`src/rtl/k_and_s_pkg.sv`:
```
// Shared K&S types: instruction decode, control FSM states and ALU opcodes.
package k_and_s_pkg;

    typedef enum logic [3:0] {
        I_NOP, I_LOAD, I_STORE, I_MOVE, I_ADD, I_SUB, I_AND, I_OR,
        I_BRANCH, I_BZERO, I_BNZERO, I_BNEG, I_BNNEG, I_BOV, I_BNOV, I_HALT
    } decoded_instruction_type;

    typedef enum logic [3:0] {
        S_FETCH, S_FETCH_WAIT, S_DECODE, S_LOAD_ADDR, S_LOAD_WB,
        S_STORE, S_MOVE, S_ALU, S_BRANCH, S_HALT
    } ctrl_state_type;

    localparam logic [1:0] ALU_ADD = 2'b00;
    localparam logic [1:0] ALU_AND = 2'b01;
    localparam logic [1:0] ALU_OR  = 2'b10;
    localparam logic [1:0] ALU_SUB = 2'b11;

    function automatic logic [1:0] alu_op_of(decoded_instruction_type instr);
        logic [1:0] op;
        op = ALU_ADD;
        case (instr)
            I_AND:   op = ALU_AND;
            I_OR:    op = ALU_OR;
            I_SUB:   op = ALU_SUB;
            default: op = ALU_ADD;
        endcase
        return op;
    endfunction

endpackage

```
`src/rtl/k_and_s_branch_cond.sv`:
```
// Evaluates conditional-branch predicates against the registered datapath flags.
module k_and_s_branch_cond
    import k_and_s_pkg::*;
(
    input  decoded_instruction_type decoded_instruction,
    input  logic                    zero_op,
    input  logic                    neg_op,
    input  logic                    unsigned_overflow,
    input  logic                    signed_overflow,
    output logic                    take_branch
);

    // Carried in the interface for future unsigned branches.
    logic unused_unsigned_overflow;
    assign unused_unsigned_overflow = unsigned_overflow;

    always_comb begin
        take_branch = 1'b0;
        case (decoded_instruction)
            I_BZERO:  take_branch = zero_op;
            I_BNZERO: take_branch = ~zero_op;
            I_BNEG:   take_branch = neg_op;
            I_BNNEG:  take_branch = ~neg_op;
            I_BOV:    take_branch = signed_overflow;
            I_BNOV:   take_branch = ~signed_overflow;
            default:  take_branch = 1'b0;
        endcase
    end

endmodule

```
`src/rtl/k_and_s_control_unit.sv`:
```
// Multi-cycle fetch/decode/execute controller for the K&S datapath, with a
// retired-instruction counter.
module k_and_s_control_unit
    import k_and_s_pkg::*;
#(
    parameter int unsigned CNT_W = 16
) (
    input  logic                    clk,
    input  logic                    rst,
    input  decoded_instruction_type decoded_instruction,
    input  logic                    zero_op,
    input  logic                    neg_op,
    input  logic                    unsigned_overflow,
    input  logic                    signed_overflow,
    output logic                    branch,
    output logic                    pc_enable,
    output logic                    ir_enable,
    output logic                    addr_sel,
    output logic                    c_sel,
    output logic [1:0]              operation,
    output logic                    write_reg_enable,
    output logic                    flags_reg_enable,
    output logic                    ram_write_enable,
    output logic                    halted,
    output logic [CNT_W-1:0]        instr_retired
);

    ctrl_state_type   state_q, state_d;
    logic [CNT_W-1:0] instr_retired_q;
    logic             take_branch;
    logic             retire;

    k_and_s_branch_cond u_branch_cond (
        .decoded_instruction (decoded_instruction),
        .zero_op             (zero_op),
        .neg_op              (neg_op),
        .unsigned_overflow   (unsigned_overflow),
        .signed_overflow     (signed_overflow),
        .take_branch         (take_branch)
    );

    always_comb begin
        state_d = state_q;
        case (state_q)
            S_FETCH:      state_d = S_FETCH_WAIT;
            S_FETCH_WAIT: state_d = S_DECODE;
            S_DECODE: begin
                case (decoded_instruction)
                    I_LOAD:                    state_d = S_LOAD_ADDR;
                    I_STORE:                   state_d = S_STORE;
                    I_MOVE:                    state_d = S_MOVE;
                    I_ADD, I_SUB, I_AND, I_OR: state_d = S_ALU;
                    I_BRANCH:                  state_d = S_BRANCH;
                    I_BZERO, I_BNZERO, I_BNEG, I_BNNEG, I_BOV, I_BNOV:
                        state_d = take_branch ? S_BRANCH : S_FETCH;
                    I_HALT:                    state_d = S_HALT;
                    default:                   state_d = S_FETCH;
                endcase
            end
            S_LOAD_ADDR:  state_d = S_LOAD_WB;
            S_LOAD_WB, S_STORE, S_MOVE, S_ALU, S_BRANCH: state_d = S_FETCH;
            S_HALT:       state_d = S_HALT;
            default:      state_d = S_FETCH;
        endcase
    end

    // An instruction retires on the edge leaving its last state; HALT retires
    // entering S_HALT and the counter is frozen thereafter.
    always_comb begin
        retire = 1'b0;
        case (state_q)
            S_DECODE: retire = (state_d == S_FETCH) || (state_d == S_HALT);
            S_LOAD_WB, S_STORE, S_MOVE, S_ALU, S_BRANCH: retire = 1'b1;
            default:  retire = 1'b0;
        endcase
    end

    always_comb begin
        branch           = 1'b0;
        pc_enable        = 1'b0;
        ir_enable        = 1'b0;
        addr_sel         = 1'b0;
        c_sel            = 1'b0;
        operation        = ALU_ADD;
        write_reg_enable = 1'b0;
        flags_reg_enable = 1'b0;
        ram_write_enable = 1'b0;
        halted           = 1'b0;
        case (state_q)
            S_FETCH_WAIT: ir_enable = 1'b1;
            S_DECODE:     pc_enable = 1'b1;
            S_LOAD_ADDR:  addr_sel  = 1'b1;
            S_LOAD_WB: begin
                addr_sel         = 1'b1;
                c_sel            = 1'b1;
                write_reg_enable = 1'b1;
            end
            S_STORE: begin
                addr_sel         = 1'b1;
                ram_write_enable = 1'b1;
            end
            // MOVE passes the source through as src AND src, leaving flags alone.
            S_MOVE: begin
                operation        = ALU_AND;
                write_reg_enable = 1'b1;
            end
            S_ALU: begin
                operation        = alu_op_of(decoded_instruction);
                write_reg_enable = 1'b1;
                flags_reg_enable = 1'b1;
            end
            S_BRANCH: begin
                pc_enable = 1'b1;
                branch    = 1'b1;
            end
            S_HALT:       halted = 1'b1;
            default:      ;
        endcase
    end

    always_ff @(posedge clk) begin
        if (rst) begin
            state_q         <= S_FETCH;
            instr_retired_q <= '0;
        end else begin
            state_q <= state_d;
            if (retire) begin
                instr_retired_q <= instr_retired_q + CNT_W'(1);
            end
        end
    end

    assign instr_retired = instr_retired_q;

endmodule
```
`config.mk`:
```
export PLATFORM = sky130hd
export DESIGN_NAME = k_and_s_control_unit
export DESIGN_NICKNAME = d
export VERILOG_FILES = /design/src/rtl/k_and_s_pkg.sv /design/src/rtl/k_and_s_branch_cond.sv /design/src/rtl/k_and_s_control_unit.sv
export SDC_FILE = /design/constraint.sdc
export NUM_CORES = 1
export LEC_CHECK = 0
export ABC_AREA = 0
export BUFFER_PORTS_ARGS = -buffer_cell sky130_fd_sc_hd__buf_2
export CELL_PAD_IN_SITES_DETAIL_PLACEMENT = 1
export CELL_PAD_IN_SITES_GLOBAL_PLACEMENT = 1
export CORE_UTILIZATION = 37
export CTS_CLUSTER_SIZE = 24
export DETAILED_ROUTE_END_ITERATION = 12
export PLACE_DENSITY = 0.86
export SYNTH_ARGS = -nofsm -noshare
export SYNTH_HDL_FRONTEND = slang
export SYNTH_SLANG_ARGS = --single-unit
```
`constraint.sdc`:
```
create_clock -name clk -period 2.24 [get_ports clk]
set_input_delay 0.112 -clock clk [delete_from_list [all_inputs] [get_ports clk]]
set_output_delay 0.112 -clock clk [all_outputs]
set_load 0.01 [all_outputs]
```
==> results.md, run 1 <==
- Status: complete, no violations
- Die width: 59.7 um
- Clock latency on the worst-skew pair: 0.30 ns
- Number of I/O pins: 37
- Internal power: 0.527 mW
- Worst Hold Depth: 4
- Worst-Margin Slew: 0.431 ns
- Final setup skew: 0.00574 ns
- Hold Crit Start: decoded_instruction[3]
- Fin worst setup slack: 0.185 ns
- Worst Hold Class: input pin to register
- Met2 WL: 1820 um
- Count of final setup violators: 0
- Top-area cell type share of the netlist area: 0.325
- YS warnings: 0
- Most numerous cell in the Yosys netlist: dfxtp_1
- Drt total wl: 3400 um
- RSZ-0062 raised after global routing: false
- P per Cell Area: 510 nW/um^2
- Critical-path cell list: nor2_2 -> and3_1 -> o2111ai_4 -> nand3b_2 -> or4_1 -> a21oi_1
- Max Cap Violations: 0
- Final Cycle Share: 0.918
- I/O Buffers: 35
- Cell area after layout: 1470 sq um
- FFs w/ async S/R, synth: 0
- Antenna-violating nets left: 0
- WP buf/inv: 0
- Syn Nets: 157
- Num CTS Buffers: 3
- # rows: 20
- Final hold vios: 0
- Core area: 3100 sq um
- Flops & latches, synth: 20
- Crit Reg-Reg Endpoint: instr_retired[12]$_SDFFE_PP0P_
- H-tree level count: 1
- Overflow after GRT: 0
- Sw power: 0.223 mW
- Pre-CTS WS: 0.152 ns
- Slowest CP cell: dfxtp_1
- Routability cong.: 0.801
- Sw Ratio: 0.297
- Final Critical Period: 2.06 ns
- FMAX: 487 MHz
- Worst path max stage delay: 0.60 ns
- Clock Path Buffers: 2
- Sequential share of power: 0.522
- Register area share after synthesis: 0.325
- Die Area: 3570 sq um
- Clock sink count: 20
- CP Class: register to register
- 1st-iter DRT viols: 45
- Most area-hungry cell type in the Yosys netlist: dfxtp_1
- Tot Pwr: 0.749 mW
- CP delay by family, top: simple AND/OR/NAND/NOR gates
- Final Util: 0.473
- Starting Density: 0.397
- GRT Util Overall: 0.202
- Mapped Area: 1230 sq um
- Area post-placement: 1420 sq um
- Synth Instances: 146
- Final #Nets: 192
- TNS Setup: 0 ns
- Synth cell types: 41
- Post-Syn Area per Cell: 8.44 sq um
- Final HPWL from detailed placement: 2540 um
- Clock power share: 0.283
- Peak supply drop: 0.357 mV
- First-pass GRT wire length: 5460 um
- CTS tree: done
- Routed via count: 1214
- Metal3 WL: 117 um
- Top post-synthesis cells by area: dfxtp_1 (32%), xor2_1 (6.4%), nor2_1 (5.8%)
- Area Growth Syn to Fin: 19.2%
- Slew HR: 0.712
- Max-slew violation count: 0
- Max Fanout on Critical Path: 10
- Hold path endpoint: state_q[1]$_SDFF_PP0_
- Top FF cell, synth: dfxtp_1
- Initial antenna violation count: 0
- Die Y: 59.7 um
- LEAKAGE: 0.647 nW
- Crit path launch type: register
- Worst r2r path cells: 6
- Post-synth EDFFs: 0
- Comb power frac: 0.194
- Pin count of the biggest net entering global routing: 21
- Commonest cells in the netlist: dfxtp_1 (20), nor2_1 (19), and3_1 (10), nand2_1 (10), xor2_1 (9)
- First drt pass iteration count: 4
- DR vias/cell: 5.42
- Number of global-route vias before repair: 1210
- Post-route DRC violation count: 0
- Root buffer cell: clkbuf_4
- WL met1: 1420 um
- WL per Instance: 15.2 um
- Diodes inserted: 0
- Crit path required time: 2.47 ns
- WP data arrival: 2.29 ns
- Register-to-register path setup slack: 0.18 ns
- Reg clk slew, reported paths: 0.12 ns
- Worst R2R Start: state_q[0]$_SDFF_PP0_
- Highest Signal Layer: met4
- Worst setup EP type: register
- Layout cells sized above 1: 0.317
## worst max path at each step
stage,start,endpoint,slack [ns],depth (start not counted)
5_1_grt,state_q[0]$_SDFF_PP0_,instr_retired[12]$_SDFFE_PP0P_,0.03,6
6_report,state_q[0]$_SDFF_PP0_,instr_retired[12]$_SDFFE_PP0P_,0.18,6
2_1_floorplan,state_q[0]$_SDFF_PP0_,instr_retired[9]$_SDFFE_PP0P_,0.39,7
4_1_cts,state_q[2]$_SDFF_PP0_,instr_retired[12]$_SDFFE_PP0P_,0.14,6
3_3_place_gp,state_q[0]$_SDFF_PP0_,instr_retired[9]$_SDFFE_PP0P_,0.28,6
3_5_place_dp,state_q[2]$_SDFF_PP0_,instr_retired[12]$_SDFFE_PP0P_,0.15,6
## through the flow
step	instances	hold WS [ns]
after floorplan	146	0.275
after global placement	218	0.466
after detailed placement	218	0.490
after CTS	222	0.159
after global routing	224	0.171
final	224	0.166
## final cells by class
cell class,instances,area (sq um)
repair buffers,38,198
flip-flops and latches,20,403
fillers,406,1630
clock buffers,4,36.3
multi-input cells,118,777
well taps,44,55.1
## worst reg2reg max path, stage by stage (launching register included)
cell,delay (ns)
dfxtp_1,0.60
nor2_2,0.11
and3_1,0.24
o2111ai_4,0.18
nand3b_2,0.22
or4_1,0.44
a21oi_1,0.19
## kinds of logic (layout without fill, tap and decap cells)
logic type / after synthesis / count (layout) / synth area share
AO/OA/AOI/OAI: 27 / 27 / 0.170
XOR/XNOR: 9 / 9 / 0.0640
adder cells (fa/ha/maj): 1 / 1 / 0.0102
buffers and inverters: 8 / 42 / 0.0447
flip-flops: 20 / 20 / 0.325
multiplexers: 3 / 3 / 0.0264
AND/OR/NAND/NOR: 78 / 78 / 0.360
## what timing repair did
| action | 4_1_cts | 5_1_grt |
|---|---|---|
| setup endpoints to repair | 0 | 1 |
| gates resized for setup | 0 | 2 |
| hold buffers | 0 | 0 |
| setup buffers | 0 | 2 |
## power groups by stage
stage	combinational, mW	sequential, mW	clock (mW)
after CTS	0.140	0.391	0.218
after floorplan	0.118	0.383	0
final	0.146	0.391	0.212
after detailed placement	0.139	0.399	0
after global routing	0.159	0.394	0.236
after global placement	0.130	0.397	0
## registers in the layout (all words and copies together) (netlist names)
| register | count |
|---|---|
| state_q | 4 |
| instr_retired | 16 |
## per-layer routing
metal / GRT usage / vias up
met4: 0.0399 / 0
met1: 0.233 / 589
met5: 0 / -
met2: 0.379 / 26
li1: - / 593
met3: 0.0411 / 6
## cells in the final DEF (no fill, tap or decap), types with 2 or more instances in the layout
cell and n:
buf_4 3, a21oi_1 8, buf_2 35, o31ai_1 3, nor3_1 4, dfxtp_1 18, nand3_1 8, nand2b_1 3
nand2_1 10, clkbuf_4 3, nor2_2 2, nor2b_1 3, dfxtp_2 2, o21ai_0 6, nand4_1 3, mux2_2 2
or3_1 5, or4_1 3, xor2_1 9, and3_1 10, nor2_1 19
Power figures use the tool's default switching activity.
==> inputs of run 2 (changes only) <==
- ABC_AREA: 0 -> 1
- CORE_UTILIZATION: 37 -> 36
- PLACE_DENSITY: 0.86 -> 0.85
- SKIP_CTS_REPAIR_TIMING: unset -> 1
==> results.md, run 2 <==
- Most frequent CP cell: nand2_1
- Initial antenna violation count: 0 (unchanged)
- CTS tree: done
- Overflow after GRT: 0 (unchanged)
- Commonest cells in the netlist: nand2_1 (34), nand3_1 (28), nor2_1 (22)
- Worst hold slack: 0.248 ns (+0.0823 ns)
- Flops & latches, synth: 20 (unchanged)
- Final HPWL from detailed placement: 2630 um (+3.5%)
- Final setup skew: 0.00259 ns (-0.00316 ns)
- Fin worst setup slack: 0.421 ns (+0.236 ns)
- WL per Instance: 12.9 um (-15%)
- DR vias/cell: 5.09 (-6.0%)
- Max Cap Violations: 0 (unchanged)
- WP data arrival: 1.94 ns (-0.35 ns)
- Core area: 3470 sq um (+12%)
- TNS Setup: 0 ns (unchanged)
- CP Class: register to register
- Num CTS Buffers: 3 (unchanged)
- H-tree level count: 1 (unchanged)
- Final hold vios: 0 (unchanged)
- Number of global-route vias before repair: 1404 (+16%)
- Pre-CTS WS: 0.398 ns (+0.246 ns)
- # rows: 21 (+5.0%)
- Clock latency on the worst-skew pair: 0.26 ns (-0.04 ns)
- Drt total wl: 3580 um (+5.4%)
- Post-Syn Area per Cell: 6.95 sq um (-18%)
- Synth cell types: 27 (-34%)
- First drt pass iteration count: 4 (unchanged)
- FFs w/ async S/R, synth: 0 (unchanged)
- Number of flip-flops under the largest register name: 16 (unchanged)
- YS warnings: 0 (unchanged)
- Routability cong.: 0.768 (-4.2%)
- 1st-iter DRT viols: 37 (-18%)
- Starting Density: 0.392 (-0.00468)
- Routed via count: 1411 (+16%)
- Die width: 63.5 um (+6.3%)
- I/O Buffers: 35 (unchanged)
- First-pass GRT wire length: 6330 um (+16%)
- Layout cells sized above 1: 0.307 (-0.00931)
- Max Fanout on Critical Path: 17 (+7)
- Number of I/O pins: 37 (unchanged)
- Final #Nets: 243 (+27%)
- Slowest CP cell: dfxtp_1
- Commonest non-fill, non-tap cell in the layout: buf_2
- RSZ-0062 raised after global routing: false
- Mapped Area: 1360 sq um (+10%)
- Post-synth EDFFs: 0 (unchanged)
- Final Cycle Share: 0.812 (-0.105)
- Die Area: 4030 sq um (+13%)
- Worst Hold Class: input pin to register
- Top-area cell type share of the netlist area: 0.294 (-0.0308)
- Worst-Margin Slew: 0.513 ns (+0.0813 ns)
- Cell area after layout: 1610 sq um (+9.8%)
- Most numerous cell in the Yosys netlist: nand2_1
- Count of final setup violators: 0 (unchanged)
- Max-slew violation count: 0 (unchanged)
- Status: complete, no violations
- Final Util: 0.465 (-0.00838)
- P per Cell Area: 529 nW/um^2 (+3.6%)
- Commonest cells after routing, fill and taps aside: buf_2 (35), nand2_1 (34), nand3_1 (28), nor2_1 (22)
- Area Growth Syn to Fin: 18.5%
- Post-route DRC violation count: 0 (unchanged)
- Top post-synthesis cells by area: dfxtp_1 (29%), nand3_1 (10%), nand2_1 (9.4%)
- Critical-path cell list: inv_1 -> nand2_1 -> nor3_4 -> nand2_1 -> o21ai_2 -> nor2_2 -> nand2_4 -> nand2_4 -> nand2_1 -> a21oi_1
- Pin count of the biggest net entering global routing: 21 (unchanged)
- Most area-hungry cell type in the Yosys netlist: dfxtp_1
- Top FF cell, synth: dfxtp_1
- Antenna-violating nets left: 0 (unchanged)
- Diodes inserted: 0 (unchanged)
- Worst setup EP type: register
- Syn Nets: 207 (+32%)
- Final Critical Period: 1.82 ns (-0.236 ns)
- Crit path required time: 2.36 ns (-0.11 ns)
- Die Y: 63.5 um (+6.3%)
- Peak supply drop: 0.241 mV (-33%)
- Crit path launch type: register
- Area post-placement: 1560 sq um (+10%)
- Clock sink count: 20 (unchanged)
- GRT Util Overall: 0.196 (-0.00573)
- Slew HR: 0.658 (-0.0538)
- Root buffer cell: clkbuf_8
- Reg clk slew, reported paths: 0.07 ns (-0.05 ns)
- Clock Path Buffers: 2 (unchanged)
- Worst path max stage delay: 0.31 ns (-0.29 ns)
- FMAX: 550 MHz (+13%)
- LEAKAGE: 0.751 nW (+16%)
- Synth Instances: 196 (+34%)
- Register area share after synthesis: 0.294 (-0.0308)
run 2: power by group:
part / internal [mW] / total, mW / switching (mW)
logic: 0.0595 / 0.194 / 0.134
registers: 0.367 / 0.384 / 0.0171
clock network: 0.156 / 0.275 / 0.118
total: 0.583 / 0.852 / 0.269
run 2: final cells by class:
| cell class | count | area, sq um |
|---|---|---|
| Sequential cell | 20 | 400 |
| Timing Repair Buffer | 36 | 183 |
| Tap cell | 46 | 57.6 |
| Fill cell | 488 | 1860 |
| Multi-Input combinational cell | 149 | 835 |
| Clock buffer | 4 | 55.1 |
| Inverter | 22 | 82.6 |
run 2: path summary, 6_finish.rpt:
kind	depth (start not counted)	slack (ns)	startpoint	endpoint
max	10	0.42	state_q[2]$_SDFF_PP0_	instr_retired[6]$_SDFFE_PP0P_
min	3	0.25	decoded_instruction[0]	state_q[1]$_SDFF_PP0_
max reg2reg	10	0.42	state_q[2]$_SDFF_PP0_	instr_retired[6]$_SDFFE_PP0P_
min reg2reg	2	0.53	instr_retired[15]$_SDFFE_PP0P_	instr_retired[15]$_SDFFE_PP0P_
run 2: kinds of logic after synthesis:
group / count (synthesis) / share of synthesized area
xor gates and xnor gates: 14 / 0.0901
adders and majority gates: 1 / 0.00919
AOI/OAI and AO/OA: 22 / 0.116
and+or+nand+nor: 112 / 0.398
DFF: 20 / 0.294
buffers and inverters: 27 / 0.0928
run 2: worst max-delay path, delay by kind of cell (launching register included):
family / cells / cell delay [ns]
buffers and inverters: 1 / 0.10
AO/OA/AOI/OAI: 2 / 0.22
flip-flops: 1 / 0.31
AND/OR/NAND/NOR: 7 / 1.04
run 2: routing by layer:
metal  global-route usage  up-vias  share of wire
li1                     -      709              -
met1                0.254      670           0.49
met2                0.340       28           0.47
met3               0.0217        4          0.031
met4               0.0511        0         0.0075
met5                    0        -              0
run 2: through the flow:
step / total power, mW / cells
final: 0.852 / 277
after global routing: 0.901 / 277
after CTS: 0.862 / 277
after detailed placement: 0.588 / 273
after global placement: 0.581 / 273
after floorplan: 0.547 / 196
==> inputs of run 3 (changes only) <==
- CORE_UTILIZATION: 36 -> 33
- PLACE_DENSITY: 0.85 -> 0.83
- clock period: 2.24 -> 1.5 ns (I/O delays scaled with it)
==> results.md, run 3 (synthesized netlist as in run 2, its figures left out) <==
- Cell area after layout: 2000 sq um (+24%)
- Post-route DRC violation count: 0 (unchanged)
- WP data arrival: 1.90 ns (-0.04 ns)
- # rows: 22 (+4.8%)
- Worst hold slack: 0.253 ns (+0.00476 ns)
- I/O Buffers: 35 (unchanged)
- CTS tree: done
- Worst Hold Depth: 2 (-1)
- Reg clk slew, reported paths: 0.08 ns (about the same)
- First drt pass iteration count: 4 (unchanged)
- Clock sink count: 20 (unchanged)
- Max Cap Violations: 0 (unchanged)
- Worst setup EP type: register
- Register area: 410 sq um (+2.5%)
- Num CTS Buffers: 3 (unchanged)
- Pin count of the biggest net entering global routing: 21 (unchanged)
- Commonest non-fill, non-tap cell in the layout: buf_4
- WL met1: 1980 um (+13%)
- Routed via count: 1568 (+11%)
- Core area: 3800 sq um (+9.5%)
- Commonest cells after routing, fill and taps aside: buf_4 (36), buf_2 (35), nand2_1 (32), nand3_1 (26), nor2_1 (20)
- WL per Instance: 14.4 um (+12%)
- Die Area: 4390 sq um (+8.8%)
- Final hold vios: 0 (unchanged)
- Multi-input combinational cell area: 913 sq um (+9.4%)
- GRT Util Overall: 0.216 (+0.0196)
- Drt total wl: 4570 um (+28%)
- Cells after DPL: 309 (+13%)
- Die width: 66.2 um (+4.3%)
- Final Cycle Share: 1.13 (+0.322)
- Number of I/O pins: 37 (unchanged)
- Max Fanout on Critical Path: 6 (-11)
- 1st-iter DRT viols: 47 (+27%)
- Met2 WL: 2400 um (+41%)
- Overflow after GRT: 0 (unchanged)
- Failing checks: setup timing
- Slowest CP cell: dfxtp_4
- Worst path max stage delay: 0.39 ns (+0.08 ns)
- CP Class: register to register
- Routability cong.: 0.823 (+7.2%)
- Number of global-route vias before repair: 1608 (+15%)
- Slew HR: 0.666 (+0.00801)
- Final Critical Period: 1.70 ns (-0.118 ns)
- Final setup skew: 0.00320 ns (+0.000612 ns)
- Status: finished, violations left
- Critical-path cell list: nor4_1 -> nand2_1 -> nand2_1 -> nand2_2 -> nand2_4 -> buf_4 -> nand3_1 -> a21oi_1
- Root buffer cell: clkbuf_8
- Starting Density: 0.358 (-0.0341)
- Filler cell count in the final layout: 513 (+5.1%)
- LEAKAGE: 0.969 nW (+29%)
- Peak supply drop: 0.423 mV (+76%)
- Area post-placement: 1830 sq um (+17%)
- Count of final setup violators: 18 (+18)
- Clock Path Buffers: 2 (unchanged)
- Worst Hold Class: input pin to register
- RSZ-0062 raised after global routing: true
- Max-slew violation count: 0 (unchanged)
- Metal3 WL: 115 um (+3.6%)
- Worst-Margin Slew: 0.501 ns (-0.0120 ns)
- P per Cell Area: 729 nW/um^2 (+38%)
- Die Y: 66.2 um (+4.3%)
- Highest Signal Layer: met4
- FMAX: 588 MHz (+6.9%)
- H-tree level count: 1 (unchanged)
- First-pass GRT wire length: 7180 um (+13%)
- Clock latency on the worst-skew pair: 0.27 ns (about the same)
- Most frequent CP cell: nand2_1
- Fin worst setup slack: -0.201 ns (-0.622 ns)
- Final HPWL from detailed placement: 3140 um (+19%)
- Layout cells sized above 1: 0.483 (+0.176)
- Final #Nets: 281 (+16%)
- Diodes inserted: 0 (unchanged)
- Initial antenna violation count: 0 (unchanged)
- Worst r2r path cells: 8 (-2)
- Crit path required time: 1.70 ns (-0.66 ns)
- Crit path launch type: register
- Number of flip-flops under the largest register name: 16 (unchanged)
- Area Growth Syn to Fin: 47.2%
- DR vias/cell: 4.95 (-2.9%)
- Antenna-violating nets left: 0 (unchanged)
- Register-to-register path setup slack: -0.20 ns (-0.62 ns)
- Cell Count, Final, Fillers Out: 317 (+14%)
[run 3: changes by cell type in the layout (fill, tap and decap cells not counted), sizes merged]
cell  change
buf      +38
[run 3: worst paths after layout]
path | startpoint | endpoint
worst min-delay path | rst | instr_retired[3]$_SDFFE_PP0P_
worst min register to register | instr_retired[15]$_SDFFE_PP0P_ | instr_retired[15]$_SDFFE_PP0P_
worst max-delay path | state_q[0]$_SDFF_PP0_ | instr_retired[11]$_SDFFE_PP0P_
worst max register to register | state_q[0]$_SDFF_PP0_ | instr_retired[11]$_SDFFE_PP0P_
[run 3: through the flow]
stage | setup slack (ns) | total power [mW] | setup TNS, ns | utilization
final | -0.201 | 1.46 | -2.89 | 0.528
after global routing | -0.293 | 1.54 | -4.68 | 0.528
after CTS | -0.302 | 1.41 | -3.31 | 0.496
after detailed placement | -0.152 | 0.972 | -2.17 | 0.482
after global placement | -0.0666 | 0.960 | -0.767 | 0.482
after floorplan | -0.0385 | 0.819 | -0.366 | -
[run 3: layer usage]
| layer | up-vias | track usage |
|---|---|---|
| met1 | 748 | 0.245 |
| li1 | 785 | - |
| met5 | - | 0 |
| met3 | 7 | 0.0259 |
| met2 | 28 | 0.397 |
| met4 | 0 | 0.0957 |
[run 3: worst max-delay path, delay by kind of cell, from the launching register on]
family / cells / cell delay (ns)
AO/OA/AOI/OAI: 1 / 0.16
buffers and inverters: 1 / 0.16
AND/OR/NAND/NOR: 6 / 0.92
flip-flops: 1 / 0.39
[run 3: layout make-up]
type	instances	share of cell area
sequential	20	0.205
clock buffer	4	0.0275
multi-input combinational	149	0.456
tap	48	0.0300
timing repair buffer	74	0.241
inverter	22	0.0412
[run 3: power breakdown]
| group | switching [mW] | leakage, nW | internal, mW |
|---|---|---|---|
| sequential | 0.0255 | 0.165 | 0.553 |
| clock | 0.206 | 0.0288 | 0.235 |
| combinational | 0.255 | 0.776 | 0.189 |
